[src/rtl/cp0_exc_unit_pkg.sv]
// rtl/cp0_exc_unit_pkg.sv - CP0 register numbers, ExcCodes, Status/Cause field indices
package cp0_exc_unit_pkg;

    // CP0 register numbers (rd field of MFC0/MTC0)
    localparam logic [4:0] CP0_BADVADDR = 5'd8;
    localparam logic [4:0] CP0_COUNT    = 5'd9;
    localparam logic [4:0] CP0_COMPARE  = 5'd11;
    localparam logic [4:0] CP0_STATUS   = 5'd12;
    localparam logic [4:0] CP0_CAUSE    = 5'd13;
    localparam logic [4:0] CP0_EPC      = 5'd14;
    localparam logic [4:0] CP0_PRID     = 5'd15;

    typedef enum logic [4:0] {
        EXC_INT  = 5'h00,
        EXC_ADEL = 5'h04,
        EXC_ADES = 5'h05,
        EXC_SYS  = 5'h08,
        EXC_BP   = 5'h09,
        EXC_RI   = 5'h0A,
        EXC_OV   = 5'h0C
    } exc_code_e;

    // Status field indices
    localparam int ST_IE    = 0;
    localparam int ST_EXL   = 1;
    localparam int ST_IM_LO = 8;
    localparam int ST_IM_HI = 15;

    // Cause field indices
    localparam int CA_EXC_LO = 2;
    localparam int CA_EXC_HI = 6;
    localparam int CA_SW_LO  = 8;   // IP[1:0], software interrupts
    localparam int CA_SW_HI  = 9;
    localparam int CA_HW_LO  = 10;  // IP[7:2], sampled every cycle
    localparam int CA_IP_LO  = 8;
    localparam int CA_IP_HI  = 15;
    localparam int CA_BD     = 31;

    // Bits an MTC0 may change
    localparam logic [31:0] STATUS_WMASK = 32'h0000_FF03;
    localparam logic [31:0] CAUSE_WMASK  = 32'h0000_0300;

    // Register value as it reads after an MTC0 of wdata through mask
    function automatic logic [31:0] wmerge(input logic [31:0] old_val,
                                           input logic [31:0] wdata,
                                           input logic [31:0] mask);
        return (old_val & ~mask) | (wdata & mask);
    endfunction

endpackage

[src/rtl/cp0_timer.sv]
// rtl/cp0_timer.sv - Count/Compare timer with half-rate tick and pending flag
// Ports: clk, rst (sync, active-high); count_we/compare_we gated MTC0 strobes;
//        wdata MTC0 data; count_o, compare_o, pending_o live state.
module cp0_timer (
    input  logic        clk,
    input  logic        rst,
    input  logic        count_we,
    input  logic        compare_we,
    input  logic [31:0] wdata,
    output logic [31:0] count_o,
    output logic [31:0] compare_o,
    output logic        pending_o
);

    logic [31:0] count_q;
    logic [31:0] compare_q;
    logic        tick_q;
    logic        pending_q;
    logic [31:0] count_nxt;
    logic        count_moves;

    // Count advances on every second edge (tick_q high); a Count write
    // also counts as a change so a load that lands on Compare raises pending.
    always_comb begin
        count_moves = count_we | tick_q;
        count_nxt   = count_q;
        if (count_we) begin
            count_nxt = wdata;
        end else if (tick_q) begin
            count_nxt = count_q + 32'd1;
        end
    end

    always_ff @(posedge clk) begin
        if (rst) begin
            count_q   <= '0;
            compare_q <= '0;
            tick_q    <= 1'b0;
            pending_q <= 1'b0;
        end else begin
            count_q <= count_nxt;
            tick_q  <= count_we ? 1'b0 : ~tick_q;
            if (compare_we) begin
                compare_q <= wdata;
            end
            if (compare_we) begin
                pending_q <= 1'b0;
            end else if (count_moves && (count_nxt == compare_q) && (compare_q != 32'd0)) begin
                pending_q <= 1'b1;
            end
        end
    end

    assign count_o   = count_q;
    assign compare_o = compare_q;
    assign pending_o = pending_q;

endmodule

[src/rtl/cp0_exc_unit.sv]
// rtl/cp0_exc_unit.sv - CP0 register file and exception/ERET arbiter at M/W
// Option macro: COUNT_TIMER_EN (Count/Compare timer; absent -> Count/Compare read 0).
// Ports: clk, rst (sync, active-high); we_i/waddr_i/wdata_i MTC0; raddr_i/rdata_o MFC0;
//        hw_int_i interrupt lines; pc_i, in_delayslot_i and exception flags of the
//        M instruction; bad_addr_i faulting data address; flush_o/newpc_o redirect;
//        status_o, cause_o, epc_o live registers; timer_int_o timer pending.
module cp0_exc_unit
    import cp0_exc_unit_pkg::*;
#(
    parameter logic [31:0] EXC_VECTOR = 32'hBFC0_0380,
    parameter logic [31:0] STATUS_RST = 32'h0040_FF00,
    parameter logic [31:0] PRID_VAL   = 32'h0000_4220
) (
    input  logic        clk,
    input  logic        rst,
    input  logic        we_i,
    input  logic [4:0]  waddr_i,
    input  logic [31:0] wdata_i,
    input  logic [4:0]  raddr_i,
    output logic [31:0] rdata_o,
    input  logic [5:0]  hw_int_i,
    input  logic [31:0] pc_i,
    input  logic        in_delayslot_i,
    input  logic        syscall_i,
    input  logic        break_i,
    input  logic        reserve_i,
    input  logic        eret_i,
    input  logic        ov_i,
    input  logic        adel_if_i,
    input  logic        adel_i,
    input  logic        ades_i,
    input  logic [31:0] bad_addr_i,
    output logic        flush_o,
    output logic [31:0] newpc_o,
    output logic [31:0] status_o,
    output logic [31:0] cause_o,
    output logic [31:0] epc_o,
    output logic        timer_int_o
);

    logic [31:0] status_q;
    logic [31:0] cause_q;
    logic [31:0] epc_q;
    logic [31:0] badvaddr_q;

    logic [31:0] count_w;
    logic [31:0] compare_w;
    logic        timer_pending_w;

    logic        int_req;
    logic        exc_taken;
    logic        eret_taken;
    exc_code_e   exc_code;
    logic        badv_we;
    logic [31:0] badv_val;
    logic        mtc0_en;

    // ------------------------------------------------------------------
    // Exception arbiter: fixed priority, interrupt first
    // ------------------------------------------------------------------
    always_comb begin
        int_req = status_q[ST_IE] & ~status_q[ST_EXL]
                & (|(cause_q[CA_IP_HI:CA_IP_LO] & status_q[ST_IM_HI:ST_IM_LO]));
        exc_taken = 1'b1;
        exc_code  = EXC_INT;
        badv_we   = 1'b0;
        badv_val  = bad_addr_i;
        if (int_req) begin
            exc_code = EXC_INT;
        end else if (adel_if_i) begin
            exc_code = EXC_ADEL;
            badv_we  = 1'b1;
            badv_val = pc_i;
        end else if (syscall_i) begin
            exc_code = EXC_SYS;
        end else if (break_i) begin
            exc_code = EXC_BP;
        end else if (reserve_i) begin
            exc_code = EXC_RI;
        end else if (ov_i) begin
            exc_code = EXC_OV;
        end else if (adel_i) begin
            exc_code = EXC_ADEL;
            badv_we  = 1'b1;
        end else if (ades_i) begin
            exc_code = EXC_ADES;
            badv_we  = 1'b1;
        end else begin
            exc_taken = 1'b0;
        end
    end

    assign eret_taken = eret_i & ~exc_taken;
    assign flush_o    = exc_taken | eret_taken;
    assign newpc_o    = exc_taken ? EXC_VECTOR : epc_q;
    // A redirecting cycle squashes the MTC0 in M along with everything else
    assign mtc0_en    = we_i & ~flush_o;

    // ------------------------------------------------------------------
    // Count/Compare timer
    // ------------------------------------------------------------------
`ifdef COUNT_TIMER_EN
    localparam logic [31:0] TIMER_WMASK = 32'hFFFF_FFFF;

    logic count_we;
    logic compare_we;

    assign count_we   = mtc0_en && (waddr_i == CP0_COUNT);
    assign compare_we = mtc0_en && (waddr_i == CP0_COMPARE);

    cp0_timer u_timer (
        .clk        (clk),
        .rst        (rst),
        .count_we   (count_we),
        .compare_we (compare_we),
        .wdata      (wdata_i),
        .count_o    (count_w),
        .compare_o  (compare_w),
        .pending_o  (timer_pending_w)
    );
`else
    localparam logic [31:0] TIMER_WMASK = 32'h0000_0000;

    assign count_w         = '0;
    assign compare_w       = '0;
    assign timer_pending_w = 1'b0;
`endif

    // ------------------------------------------------------------------
    // Register state
    // ------------------------------------------------------------------
    always_ff @(posedge clk) begin
        if (rst) begin
            status_q   <= STATUS_RST;
            cause_q    <= '0;
            epc_q      <= '0;
            badvaddr_q <= '0;
        end else begin
            // Timer folds onto the top hardware line
            cause_q[CA_IP_HI:CA_HW_LO] <= {hw_int_i[5] | timer_pending_w, hw_int_i[4:0]};
            if (exc_taken) begin
                status_q[ST_EXL]              <= 1'b1;
                cause_q[CA_EXC_HI:CA_EXC_LO]  <= exc_code;
                // Nested exception keeps the original return point
                if (!status_q[ST_EXL]) begin
                    epc_q          <= in_delayslot_i ? (pc_i - 32'd4) : pc_i;
                    cause_q[CA_BD] <= in_delayslot_i;
                end
                if (badv_we) begin
                    badvaddr_q <= badv_val;
                end
            end else if (eret_taken) begin
                status_q[ST_EXL] <= 1'b0;
            end else if (mtc0_en) begin
                case (waddr_i)
                    CP0_STATUS: status_q <= wmerge(status_q, wdata_i, STATUS_WMASK);
                    CP0_CAUSE:  cause_q[CA_SW_HI:CA_SW_LO] <= wdata_i[CA_SW_HI:CA_SW_LO];
                    CP0_EPC:    epc_q <= wdata_i;
                    default:    ;
                endcase
            end
        end
    end

    // ------------------------------------------------------------------
    // MFC0 read with same-cycle MTC0 bypass
    // ------------------------------------------------------------------
    logic [31:0] rd_raw;
    logic [31:0] rd_mask;

    always_comb begin
        rd_raw  = '0;
        rd_mask = '0;
        case (raddr_i)
            CP0_BADVADDR: rd_raw = badvaddr_q;
            CP0_COUNT:    begin rd_raw = count_w;   rd_mask = TIMER_WMASK;  end
            CP0_COMPARE:  begin rd_raw = compare_w; rd_mask = TIMER_WMASK;  end
            CP0_STATUS:   begin rd_raw = status_q;  rd_mask = STATUS_WMASK; end
            CP0_CAUSE:    begin rd_raw = cause_q;   rd_mask = CAUSE_WMASK;  end
            CP0_EPC:      begin rd_raw = epc_q;     rd_mask = 32'hFFFF_FFFF; end
            CP0_PRID:     rd_raw = PRID_VAL;
            default:      rd_raw = '0;
        endcase
        rdata_o = rd_raw;
        if (we_i && (waddr_i == raddr_i)) begin
            rdata_o = wmerge(rd_raw, wdata_i, rd_mask);
        end
    end

    assign status_o    = status_q;
    assign cause_o     = cause_q;
    assign epc_o       = epc_q;
    assign timer_int_o = timer_pending_w;

endmodule

[config.mk]
export PLATFORM = sky130hd
export DESIGN_NAME = cp0_exc_unit
export DESIGN_NICKNAME = d
export VERILOG_FILES = /design/src/rtl/cp0_exc_unit_pkg.sv /design/src/rtl/cp0_timer.sv /design/src/rtl/cp0_exc_unit.sv
export SDC_FILE = /design/constraint.sdc
export NUM_CORES = 1
export LEC_CHECK = 0
export CAP_MARGIN = 20
export CORE_ASPECT_RATIO = 0.75
export CORE_MARGIN = 5
export CORE_UTILIZATION = 45
export CTS_BUF_LIST = sky130_fd_sc_hd__clkbuf_4 sky130_fd_sc_hd__clkbuf_8 sky130_fd_sc_hd__clkbuf_16
export DETAILED_ROUTE_END_ITERATION = 6
export PLACE_DENSITY = 0.93
export SLEW_MARGIN = 30
export SYNTH_ARGS = -nofsm -noshare
export SYNTH_HDL_FRONTEND = slang
export SYNTH_SLANG_ARGS = --single-unit
[constraint.sdc]
create_clock -name clk -period 6.6 [get_ports clk]
set_clock_uncertainty 0.05 [all_clocks]
set_input_delay 0.99 -clock clk [delete_from_list [all_inputs] [get_ports clk]]
set_output_delay 0.99 -clock clk [all_outputs]
set_load 0.02 [all_outputs]
After elaboration in Yosys (flattened, before gate mapping)
Cells that the tools add are included.
Storage, ports and cells
  register bits after elaboration: 110
  logic and storage cells: 85
  input port bits: 124
Cells by class
  muxes and demuxes: 38
  add/subtract/negate cells: 1
  bitwise gates (word level): 15
  reduce and logical (&&, ||, !) cells: 12
  equal/unequal tests: 11
Operators by type and width (count)
  two-way mux 32 bit: 10
  one-hot mux 32 bit (5 select lines): 1
  one-hot mux 32 bit (3 select lines): 1
  bitwise AND 32 bit: 2
  == test 5 x 4 -> 1 bit, second input constant: 8
  NOT 32 bit: 1
  bitwise OR 32 x 16 -> 32 bit: 1
  bitwise OR 32 bit: 1
  subtractor 32 x 3 -> 32 bit, second input constant: 1
  two-way mux 4 bit: 6
  two-way mux 1 bit: 16
  AND reduction 4 bit: 3
  bitwise AND 8 bit: 1
  OR reduction 8 bit: 1
  two-way mux 3 bit: 2
  AND reduction 2 bit: 3
  nonzero test 3 bit: 2
  == test 5 bit: 1
  bitwise AND 1 bit: 4
  two-way mux 2 bit: 2
  != test 2 bit, second input constant: 2
  NOT 1 bit: 4
  nonzero test 2 bit: 2
  logical AND 1 bit: 1
  bitwise OR 1 bit: 1

Logic depth before layout (Yosys ltp)
Gate-level depths: netlist of run 1.
  word-level depth: 16
  mapped depth: 9

Worst setup path before layout of run 1
OpenSTA, ideal clock, no wires.
  path kind: in2out
  from: input reserve_i
  to: output newpc_o[24]
  required time: 5.560 ns
  arrival time: 2.752 ns
  cell stages on the path: 6
  setup slack: 2.808 ns
  cell sequence: or4_4 -> clkbuf_1 -> nor3_1 -> clkbuf_1 -> clkbuf_1 -> nand2b_1
On the way
  word-level cells in the longest chain between the ends: 6
RTL lines
  start, declared: line cp0_exc_unit.sv:26  | input logic reserve_i,
  two-way mux 1 bit: line cp0_exc_unit.sv:78  | end else if (reserve_i) begin
  two-way mux 1 bit: line cp0_exc_unit.sv:76  | end else if (break_i) begin
  two-way mux 1 bit: line cp0_exc_unit.sv:74  | end else if (syscall_i) begin
  two-way mux 1 bit: line cp0_exc_unit.sv:70  | end else if (adel_if_i) begin
  two-way mux 1 bit: line cp0_exc_unit.sv:68  | if (int_req) begin
  two-way mux 32 bit: line cp0_exc_unit.sv:95  | assign newpc_o = exc_taken ? EXC_VECTOR : epc_q;
  end, declared: line cp0_exc_unit.sv:34  | output logic [31:0] newpc_o,
No other way between the ends.

Final worst setup path of run 1
  from: input raddr_i[1]
  to: output rdata_o[13]
On the way
  word-level cells in the longest chain between the ends: 6
  elaborated cells between the ends (all ways): 14
  those cells by class: 6 x eq/ne; 3 x mux; 4 x bitwise; 1 x reduce/logical
RTL lines
  start, declared: line cp0_exc_unit.sv:19  | input logic [4:0] raddr_i,
  == test 5 x 4 -> 1 bit: line cp0_exc_unit.sv:174  | case (raddr_i)
  one-hot mux 32 bit (3 select lines): line cp0_exc_unit.sv:174
  NOT 32 bit: line cp0_exc_unit_pkg.sv:47  | return (old_val & ~mask) | (wdata & mask);
  bitwise AND 32 bit: line cp0_exc_unit_pkg.sv:47
  bitwise OR 32 bit: line cp0_exc_unit_pkg.sv:47
  two-way mux 32 bit *: line cp0_exc_unit.sv:185  | if (we_i && (waddr_i == raddr_i)) begin
  end, declared: line cp0_exc_unit.sv:20  | output logic [31:0] rdata_o,
Every way passes the cells marked *; elsewhere a longest branch is shown, timed or not.

==> reports/qor.csv, run 1 <==
metric,value,unit
status,"complete, no violations",
Max stage delay on crit path,0.78,ns
Worst EP required,5.56,ns
pin count of the biggest net entering global routing,65,
relative slew slack,0.3483,
Slew @ Worst Pin,0.9686,ns
TritonCTS Buffers,9,
Worst path most repeated cell,clkdlybuf4s50_1,
#FFs+latches synth,87,
Synth-to-Final Area Change,46.29,%
Reg power frac,0.401,
Synth area leader,dfxtp_1,
overall power,0.001460,W
wire per inst,21.34,um
origin of the worst setup path,raddr_i[1],
Synth cell types,59,
Worst-Skew Late Latency,0.33,ns
GR Util met2,0.4864,
Static Leak,3.202,nW
Iter 0 DRT Violations,878,
Detail Placement HPWL,18150,um
hold depth,2,
Setup crit start kind,input port,
Starting Density,0.4540,
H-tree depth,3,
Synth area leaders,"dfxtp_1, nor2_1, o21ai_0, buf_4, a22oi_1",
worst r2r src,cause_o[12],
CP endpoint kind,output pin,
fraction of layout cells with a size suffix above 1,0.05871,
final wirelength,25090,um
"Avg Cell Area, Syn",7.285,sq um
met3 GRT Util,0.07471,
Mapped Cells,800,
R2R cell count,6,
Core Rows,36,
post-layout min period,5.137,ns
crit-path leading delay family,buffers and inverters,
vias per cell,6.008,
Post-synth top flop,dfxtp_1,
Die H,108.6,um
Max Cap Violations,0,
grt total ovfl,0,
sw frac,0.2851,
CTS tree,built,
Die X,141.4,um
P per Cell Area,171.2,nW/um^2
Clk pwr share,0.382,
share of the synthesized area in the top cell type,0.2988,
"critical path fanouts, max",15,
cts-stage hold buffer count,0,
Yosys Warn Count,0,
vias,7065,
number of clock sinks,87,
"EDFF count, synth",0,
"setup slack, reg-to-reg",3.74,ns
Sw Pwr,0.0004162,W
Int Power,0.001044,W
All-Layer GR Usage,0.3094,
post-route ant nets,0,
post-cts sizing count,0,
initial antenna violation count,0,
Gate power share,0.217,
count of pins over their slew limit,0,
"CTS clk-pin slew, worst paths",0.06,ns
Root Buffer Master,clkbuf_16,
setup tns final,0,ns
clk buf depth,2,
min-delay worst type,reg2reg,
worst setup path endpoint,rdata_o[13],
Top-Level Pins,286,
NumNets Final,1125,
diode count,0,
gr busiest metal,met2,
PortBufs,243,
f_max,0.1947,GHz
met1 usage,0.4209,
Buf/Inv on CP,2,
die area,15350,sq um
"Hold Vio Cnt, Final",0,
First-pass DRT Iterations,6,
VDD IR max,0.0001600,V
critical-path cell list,clkdlybuf4s50_1 -> xnor2_1 -> nand2_1 -> or3_1 -> nor2_1 -> mux2_2 -> clkdlybuf4s50_1,
core region area,12840,sq um
crit path kind,in2out,
RSZ-0062 raised after global routing,no,
RR Endpoint,status_o[13],
Placer Congestion,0.9610,
critical path depth,7,
Setup Viol. Count Final,0,
postcts setup bufs,0,
CP Data Arrival Time,4.10,ns
"Cell Area, Synth",5828,sq um
vias in the first global route,6570,
Async SR Flop Fraction,0,
sequential fraction of the synthesis area,0.2988,
slowest cell on the critical path,clkdlybuf4s50_1,
first-pass GRT wire length,37560,um
Final Core Density,0.6641,
drt drc,0,
crit share post-route,0.7783,
Yosys cell counts (all sizes together) (7+ instances only):
library cell / number
a21oi: 40
buf: 50
mux2: 8
dfxtp: 87
inv: 7
nor3: 32
nor4: 39
a211oi: 11
or3: 7
o31ai: 12
nand2: 57
or4: 10
xnor2: 13
mux2i: 17
nor2b: 8
o21ai: 74
nor2: 118
a22oi: 34
o21a: 7
and3: 21
a31oi: 9
clkbuf: 59
o22ai: 7
nand2b: 17
worst register-to-register path, stage by stage, from the launching register on:
cell	delay [ns]
dfxtp_1	0.32
a22o_1	0.30
o41ai_2	0.41
buf_4	0.36
nand4_1	0.76
nor3_1	0.43
a21oi_1	0.07
power by group through the flow:
stage / logic, W / registers (W) / clock network [W]
after floorplan: 0.000145 / 0.000605 / 0
after global placement: 0.000305 / 0.000595 / 0
after detailed placement: 0.000310 / 0.000596 / 0
after CTS: 0.000311 / 0.000584 / 0.000560
after global routing: 0.000336 / 0.000589 / 0.000584
final: 0.000317 / 0.000586 / 0.000557
metal layers:
layer / vias up / part of all wire
li1: 3229 / -
met1: 3252 / 0.39
met2: 536 / 0.45
met3: 48 / 0.13
met4: 0 / 0.023
met5: - / 0
registers in the layout, indices dropped and copies added, names as in the netlist:
| name | count |
|---|---|
| badvaddr_q | 32 |
| cause_o | 13 |
| epc_o | 32 |
| status_o | 10 |
layout by cell type, fill, tap and decap left out, types with 11 or more instances in the layout:
cell type,netlist,layout
dfxtp_1,87,87
nor3_1,32,30
nor4_1,37,36
conb_1,2,42
buf_4,42,15
o31ai_1,12,12
a21oi_1,39,39
clkdlybuf4s50_1,0,242
nand2_1,57,56
and3_1,21,21
a211oi_1,11,11
mux2i_1,17,17
nand2b_1,17,17
nor2_1,118,115
o21ai_0,74,74
a22oi_1,34,34
xnor2_1,13,13
worst min-delay path by stage:
stage | end | slack (ns) | startpoint
2_1_floorplan | badvaddr_q[4] | 0.43 | badvaddr_q[4]
3_3_place_gp | cause_o[31] | 0.42 | cause_o[31]
3_5_place_dp | cause_o[31] | 0.43 | cause_o[31]
4_1_cts | cause_o[31] | 0.44 | cause_o[31]
5_1_grt | epc_o[19] | 0.47 | epc_o[19]
6_report | cause_o[31] | 0.44 | cause_o[31]
layout make-up:
class	count	area [sq um]
Inverter	7	26.28
Tap cell	171	214.0
Fill cell	1103	4312
Sequential cell	87	1742
Clock buffer	11	240.2
Timing Repair Buffer	258	2540
Clock inverter	5	82.58
Multi-Input combinational cell	637	3681
metrics by stage:
step | worst slack, ns | instances | cell area, sq um | hold WS, ns
floorplan | 2.809 | 840 | 5978 | 0.4277
global placement | 1.616 | 1160 | 8195 | 0.4209
detailed placement | 1.493 | 1160 | 8200 | 0.4267
CTS | 1.491 | 1176 | 8523 | 0.4361
global route | 1.335 | 1176 | 8526 | 0.4657
finish | 1.463 | 1176 | 8526 | 0.4417
cells by family (layout without fill, tap and decap cells):
| family | after synthesis | in the layout | share of synthesized area |
|---|---|---|---|
| AO/OA/AOI/OAI | 220 | 220 | 0.2392 |
| XOR/XNOR | 17 | 17 | 0.02555 |
| adder cells (fa/ha/maj) | 1 | 1 | 0.002147 |
| buffers and inverters | 116 | 281 | 0.1026 |
| flip-flops | 87 | 87 | 0.2988 |
| multiplexers | 25 | 25 | 0.04465 |
| other | 2 | 42 | 0.001289 |
| AND/OR/NAND/NOR | 332 | 332 | 0.2857 |
Note: power is estimated with default switching activity, not from simulation.
==> inputs of run 2 (changes only) <==
CORE_UTILIZATION = 37   (was 45)
PLACE_DENSITY = 0.82   (was 0.93)
clock period = 4.56 ns   (was 6.6 ns; I/O delays follow)
==> run 2 against run 1 <==
Compared with the run above: clock power is 58% higher; first-iteration DRC count is 13% lower; count of clock-buffer cells in the layout stayed put; sequential cell count is the same; sequential share of layout area fell by 0.40 points; via count decreased by 0.95%; register-to-register slack got worse by 2.0 ns; worst setup slack worse by 0.85 ns; worst hold slack got worse by 0.0028 ns; die area increased by 20%; critical path type unchanged; largest cell class unchanged.
==> reports/qor.csv, run 2 (synthesis results as in run 1) <==
metric,value,unit
status,"complete, no violations",
relative slew slack,0.4448,
crit-path leading delay family,buffers and inverters,
VDD IR max,0.0002026,V
Core Rows,39,
Static Leak,3.275,nW
R2R cell count,6,
cts-stage hold buffer count,0,
H-tree depth,3,
Setup Viol. Count Final,0,
post-layout min period,3.943,ns
Root Buffer Master,clkbuf_16,
PortBufs,243,
vias,6998,
Die H,118.7,um
first-pass GRT wire length,39310,um
postcts setup bufs,0,
NumNets Final,1138,
CP Data Arrival Time,3.21,ns
most frequent cells in the layout,"clkdlybuf4s50_1, nor2_1, dfxtp_1",
wire per inst,21.04,um
CTS tree,built,
diode count,0,
"critical path fanouts, max",44,
critical-path cell list,clkdlybuf4s50_1 -> buf_4 -> nand2b_1 -> or4_1 -> buf_4 -> a21oi_1 -> clkdlybuf4s50_1,
critical path depth,7,
hold depth,2,
vias per cell,5.722,
Iter 0 DRT Violations,767,
Finished Cell Area,8695,sq um
Slew @ Worst Pin,0.8303,ns
Max Cap Violations,0,
FILL cells,1403,
TritonCTS Buffers,9,
setup tns final,0,ns
DP Area,8348,sq um
count of pins over their slew limit,0,
clk buf depth,2,
drt drc,0,
Detail Placement HPWL,18840,um
Worst-Skew Late Latency,0.35,ns
post-route ant nets,0,
f_max,0.2536,GHz
fraction of layout cells with a size suffix above 1,0.06778,
Top-Level Pins,286,
vias in the first global route,6838,
pin count of the biggest net entering global routing,53,
crit path kind,in2out,
crit share post-route,0.8647,
slowest cell on the critical path,clkdlybuf4s50_1,
"Hold Vio Cnt, Final",0,
min-delay worst type,reg2reg,
Placer Congestion,0.8864,
All-Layer GR Usage,0.2690,
number of clock sinks,87,
P per Cell Area,251.6,nW/um^2
final wirelength,25730,um
Post-Layout Cell Count,1223,
die area,18390,sq um
grt total ovfl,0,
Starting Density,0.3804,
core region area,15320,sq um
post-cts sizing count,0,
RSZ-0062 raised after global routing,no,
First-pass DRT Iterations,6,
Die X,154.9,um
initial antenna violation count,0,
Buf/Inv on CP,4,
"commonest non-fill, non-tap cell in the layout",clkdlybuf4s50_1,
placed cell count,1207,
Setup crit start kind,input port,
Worst EP required,3.83,ns
"CTS clk-pin slew, worst paths",0.06,ns
CP endpoint kind,output pin,
Synth-to-Final Area Change,49.18,%
Max stage delay on crit path,0.63,ns
==> run 2: final cells by class <==
type,instances,area [sq um],share of cell area
Timing Repair Buffer,271,2650,0.3048
Tap cell,205,256.5,0.02950
Inverter,7,26.28,0.003022
Multi-Input combinational cell,637,3674,0.4225
Clock buffer,11,240.2,0.02763
Sequential cell,87,1742,0.2003
Clock inverter,5,106.4,0.01223
==> run 2: tightest hold or removal path: stages (launching register included) <==
cell	delay, ns
dfxtp_1	0.33
nand2_1	0.06
o31ai_1	0.05
==> run 2: stage by stage <==
step,hold slack (ns),total power (W),util,setup slack (ns)
2_1_floorplan,0.4277,0.001086,-,1.381
3_3_place_gp,0.4226,0.001310,0.5448,0.7077
3_5_place_dp,0.4283,0.001318,0.5448,0.6494
4_1_cts,0.4369,0.002183,0.5675,0.6377
5_1_grt,0.4623,0.002263,0.5675,0.4993
6_report,0.4389,0.002187,0.5675,0.6170
==> run 2: worst paths after layout <==
path                                  start      endpoint  slack [ns]
worst max-delay path             raddr_i[1]   rdata_o[30]        0.62
worst min register to register    epc_o[27]     epc_o[27]        0.44
worst min-delay path              epc_o[27]     epc_o[27]        0.44
worst max register to register  status_o[8]  status_o[10]        1.72
==> run 2: metal layers <==
metal,routed length [um],share of wire,up-vias,global-route usage
met5,0,0,-,0
met4,431,0.017,0,0.07170
met3,3008,0.12,37,0.07928
met2,11420,0.44,441,0.4083
met1,10880,0.42,3277,0.3726
li1,-,-,3243,-
==> run 2: where the power goes <==
group	internal (W)	total, W	switching (W)	leakage (nW)
sequential	0.000805	0.000846	0.0000408	0.719
combinational	0.000215	0.000463	0.000248	2.39
clock	0.000550	0.000878	0.000328	0.167
total	0.00157	0.00219	0.000617	3.27
==> inputs of run 3 (changes only) <==
GPL_TIMING_DRIVEN = 0   (was not set)
==> run 3 against run 2 <==
Compared with the run above: critical path depth rose by 1; highest routed layer unchanged; critical endpoint is now newpc_o[24]; maximum frequency fell by 12%; non-clock buffer count rose by 77.
==> reports/qor.csv, run 3 (synthesis results as in run 1) <==
metric,value,unit
Static Leak,3.455,nW
All-Layer GR Usage,0.2859,
Core Rows,39,
PortBufs,239,
initial antenna violation count,2,
drt drc,0,
Setup Viol. Count Final,0,
Die X,154.9,um
H-tree depth,3,
post-route ant nets,0,
f_max,0.2228,GHz
relative slew slack,0.3463,
Finished Cell Area,8981,sq um
Synth-to-Final Area Change,54.10,%
pin count of the biggest net entering global routing,14,
critical-path cell list,clkdlybuf4s50_1 -> or4_4 -> clkbuf_1 -> nor3_1 -> clkbuf_2 -> clkbuf_2 -> nand2b_1 -> clkdlybuf4s50_1,
CP endpoint kind,output pin,
clk buf depth,2,
First-pass DRT Iterations,6,
"Hold Vio Cnt, Final",0,
Top-Level Pins,286,
status,"complete, no violations",
cts-stage hold buffer count,0,
WHS Endpoint,epc_o[27],
FILL cells,1429,
Buf/Inv on CP,5,
R2R cell count,7,
vias,7591,
overall power,0.002162,W
Detail Placement HPWL,21720,um
worst r2r src,status_o[8],
count of pins over their slew limit,0,
Worst EP required,3.83,ns
Max stage delay on crit path,0.60,ns
final wirelength,27860,um
HP Start,epc_o[27],
number of clock sinks,87,
TritonCTS Buffers,9,
postcts setup bufs,0,
RR Endpoint,status_o[15],
post-layout min period,4.489,ns
die area,18390,sq um
Worst-Skew Late Latency,0.35,ns
Die H,118.7,um
"setup slack, reg-to-reg",1.42,ns
NumNets Final,1215,
"commonest non-fill, non-tap cell in the layout",clkdlybuf4s50_1,
Iter 0 DRT Violations,992,
grt total ovfl,0,
Setup crit start kind,input port,
Max Cap Violations,0,
Placer Congestion,0.9909,
hold depth,2,
crit path kind,in2out,
Starting Density,0.3804,
core region area,15320,sq um
crit share post-route,0.9844,
wire per inst,21.45,um
first-pass GRT wire length,41430,um
most frequent cells in the layout,"clkdlybuf4s50_1, nor2_1, dfxtp_1",
RSZ-0062 raised after global routing,no,
CP Data Arrival Time,3.75,ns
DP Area,8632,sq um
fraction of layout cells with a size suffix above 1,0.08410,
slowest cell on the critical path,or4_4,
VDD IR max,0.0001841,V
P per Cell Area,240.8,nW/um^2
crit-path leading delay family,buffers and inverters,
Root Buffer Master,clkbuf_16,
min-delay worst type,reg2reg,
vias per cell,5.844,
diode count,0,
"critical path fanouts, max",10,
vias in the first global route,6943,
"CTS clk-pin slew, worst paths",0.06,ns
CTS tree,built,
Slew @ Worst Pin,0.9725,ns
run 3: repair_timing:
action | CTS | global route
setup endpoints to repair | 46 | 46
gates resized for setup | 6 | 12
endpoints found under the hold margin | 0 | 0
pin swaps | 0 | 0
run 3: stage by stage:
step | hold WS, ns | instances | util | setup WS [ns] | TNS (ns)
finish | 0.4435 | 1299 | 0.5862 | 0.07129 | 0
global placement | 0.4245 | 1284 | 0.5630 | -0.3501 | -8.635
detailed placement | 0.4316 | 1284 | 0.5634 | -0.3799 | -10.16
CTS | 0.4433 | 1299 | 0.5849 | 0.01389 | 0
global route | 0.4694 | 1299 | 0.5862 | 0.01124 | 0
floorplan | 0.4277 | 840 | - | 1.381 | 0
run 3: tightest hold or removal path: stages (launching register included):
cell and delay [ns]:
dfxtp_1 0.33, nand2_1 0.06, o31ai_1 0.05
run 3: cell type report:
cell class	count	area [sq um]	share of cell area
clock buffer	11	246.5	0.02744
buffer	109	583.1	0.06492
clock inverter	4	70.07	0.007802
inverter	7	26.28	0.002926
multi-input combinational	637	3665	0.4081
sequential	87	1742	0.1939
timing repair buffer	239	2392	0.2664
tap	205	256.5	0.02856
run 3: worst max path at each step:
stage | start | endpoint | slack [ns] | cells after the start
after floorplan | reserve_i | newpc_o[24] | 1.38 | 6
after global placement | raddr_i[4] | rdata_o[3] | -0.35 | 8
after detailed placement | raddr_i[4] | rdata_o[3] | -0.38 | 8
after CTS | reserve_i | newpc_o[29] | 0.01 | 8
after global routing | raddr_i[4] | rdata_o[3] | 0.01 | 8
final | reserve_i | newpc_o[24] | 0.07 | 8
run 3: where the power goes:
group,internal (W),switching (W)
Combinational,0.000235,0.000257
Clock,0.000497,0.000322
Sequential,0.000805,0.0000456
Total,0.00154,0.000625
run 3: routing by layer:
metal  wire length (um)  global-route usage  up-vias
li1                   -                   -     3406
met1              10910              0.3904     3481
met2              12000              0.4267      637
met3               4128             0.09974       67
met4                817             0.08163        0
met5                  0                   0        -
==> RTL change (config.mk and constraints of run 2) <==
Register the input `adel_i` before use, with the module's reset. The logic sees it one clock later. The other inputs are not delayed to match.
--- a/src/rtl/cp0_exc_unit.sv
+++ b/src/rtl/cp0_exc_unit.sv
@@ -40,2 +40,12 @@
 
+    logic adel_q;
+
+    always_ff @(posedge clk) begin
+        if (rst) begin
+            adel_q <= '0;
+        end else begin
+            adel_q <= adel_i;
+        end
+    end
+
     logic [31:0] status_q;
@@ -81,3 +91,3 @@
             exc_code = EXC_OV;
-        end else if (adel_i) begin
+        end else if (adel_q) begin
             exc_code = EXC_ADEL;
Formal check against the unedited RTL: not equivalent (a bounded check fails within 4 cycles, from zero or initial values and one cycle with rst high).
==> RTL change against run 2 <==
  * Maximum frequency down 2.0%
  * Die area down 3.1%
  * Worst setup slack worse by 0.081 ns
  * Global-route usage down 1.6 points
  * Sequential cell count up 1
  * Routed wire length down 5.9%
  * Total power up 0.40%
  * Critical path depth unchanged
  * Final area down 2.8%
  * Critical endpoint is now rdata_o[18]
  * Synthesized area down 3.3%
  * Largest cell class unchanged
==> RTL change: results (changes against run 2) <==
worst min-delay path startpoint=cause_o[31]$_SDFFE_PP0P_; vias after detailed routing=6571 (-6.1%); internal power of the cells=1.59 mW (+0.98%); worst reg2reg path endpoint=status_o[8]$_SDFFE_PP1P_; R2R cell count=7 (+1); global-route wire length before repair=35600 um (-9.5%); Post-Synth XOR/XNOR Area=4.35% (+1.8 points); Power Density=260 nW/um^2 (+3.3%); end point of the most critical hold path=cause_o[31]$_SDFFE_PP0P_; gate count after technology mapping=756 (-5.5%); final hold slack=0.444 ns (+0.00539 ns); status=finished clean; final-layout fill cell count=1360 (-3.1%); maximum ir drop on the vdd rail=0.178 mV (-12%); proportion of synthesized chip area in sequential cells=31.3% (+1.4 points); number of global-route vias before repair=6030 (-12%); share of power burned in the clock network=40.0% (about the same); post-route design area=8450 um^2 (-2.8%); slew at the pin with the worst max-slew slack=0.876 ns (+0.0462 ns); total leakage power=3.10 nW (-5.2%); setup slack at placement=0.265 ns (-0.385 ns); number of DRC markers in iteration 0=683 (-11%); worst reg2reg startpoint=cause_o[8]$_SDFFE_PP0P_; met3 Use GR=4.81% (-3.1 points); gr usage total=25.3% (-1.6 points); adder and majority cell fraction of the synthesized area=0.222% (+0.0074 points); worst setup slack for register-to-register paths=1.55 ns (-0.17 ns); Seq power=0.857 mW (+1%); delay of the slowest cell on the worst path=0.66 ns (+0.03 ns); share of cells above drive strength 1=5.74% (-1.0 points); synth cell count leaders=nor2_1, dfxtp_1, nand2_1; pin count of the biggest net entering global routing=94 (+77%); met2 GRT Util=38.9% (-1.9 points); synthesized-area fraction occupied by ao, oa, aoi and oai cells=26.2% (+2.3 points); data arrival time of the worst path=3.29 ns (+0.08 ns); met3 wire length=2290 um (-24%); met1 Track Usage GR=37.4% (+0.10 points); final HPWL from detailed placement=18300 um (-2.7%); wire length per cell after detailed routing=20.5 um (-2.5%); number of nets in the layout=1095 (-3.8%); multiplexer fraction of the synthesized cell area=0.711% (-3.8 points)
RTL change: how the worst max path moves through the flow:
stage | cells after the start | to | slack, ns | start
after floorplan | 7 | rdata_o[30] | 1.39 | raddr_i[4]
after detailed placement | 7 | rdata_o[18] | 0.26 | raddr_i[2]
after CTS | 7 | rdata_o[18] | 0.26 | raddr_i[2]
final | 7 | rdata_o[18] | 0.54 | raddr_i[2]
after global routing | 7 | rdata_o[18] | 0.39 | raddr_i[2]
after global placement | 7 | rdata_o[4] | 0.47 | raddr_i[2]
RTL change: layout make-up:
cell class	count	share of cell area [%]
clock buffer	10	2.83
clock inverter	6	1.36
inverter	4	0.178
multi-input combinational	600	40.8
sequential	88	20.9
tap	205	3.04
timing repair buffer	267	30.9
RTL change: worst register-to-register path, stage by stage, from the launching register on:
cell and delay (ns):
dfxtp_1 0.35, a22oi_1 0.29, a41o_2 0.73, and2_1 0.26
buf_4 0.20, nand3b_1 0.55, nor3_1 0.36, a21oi_1 0.07
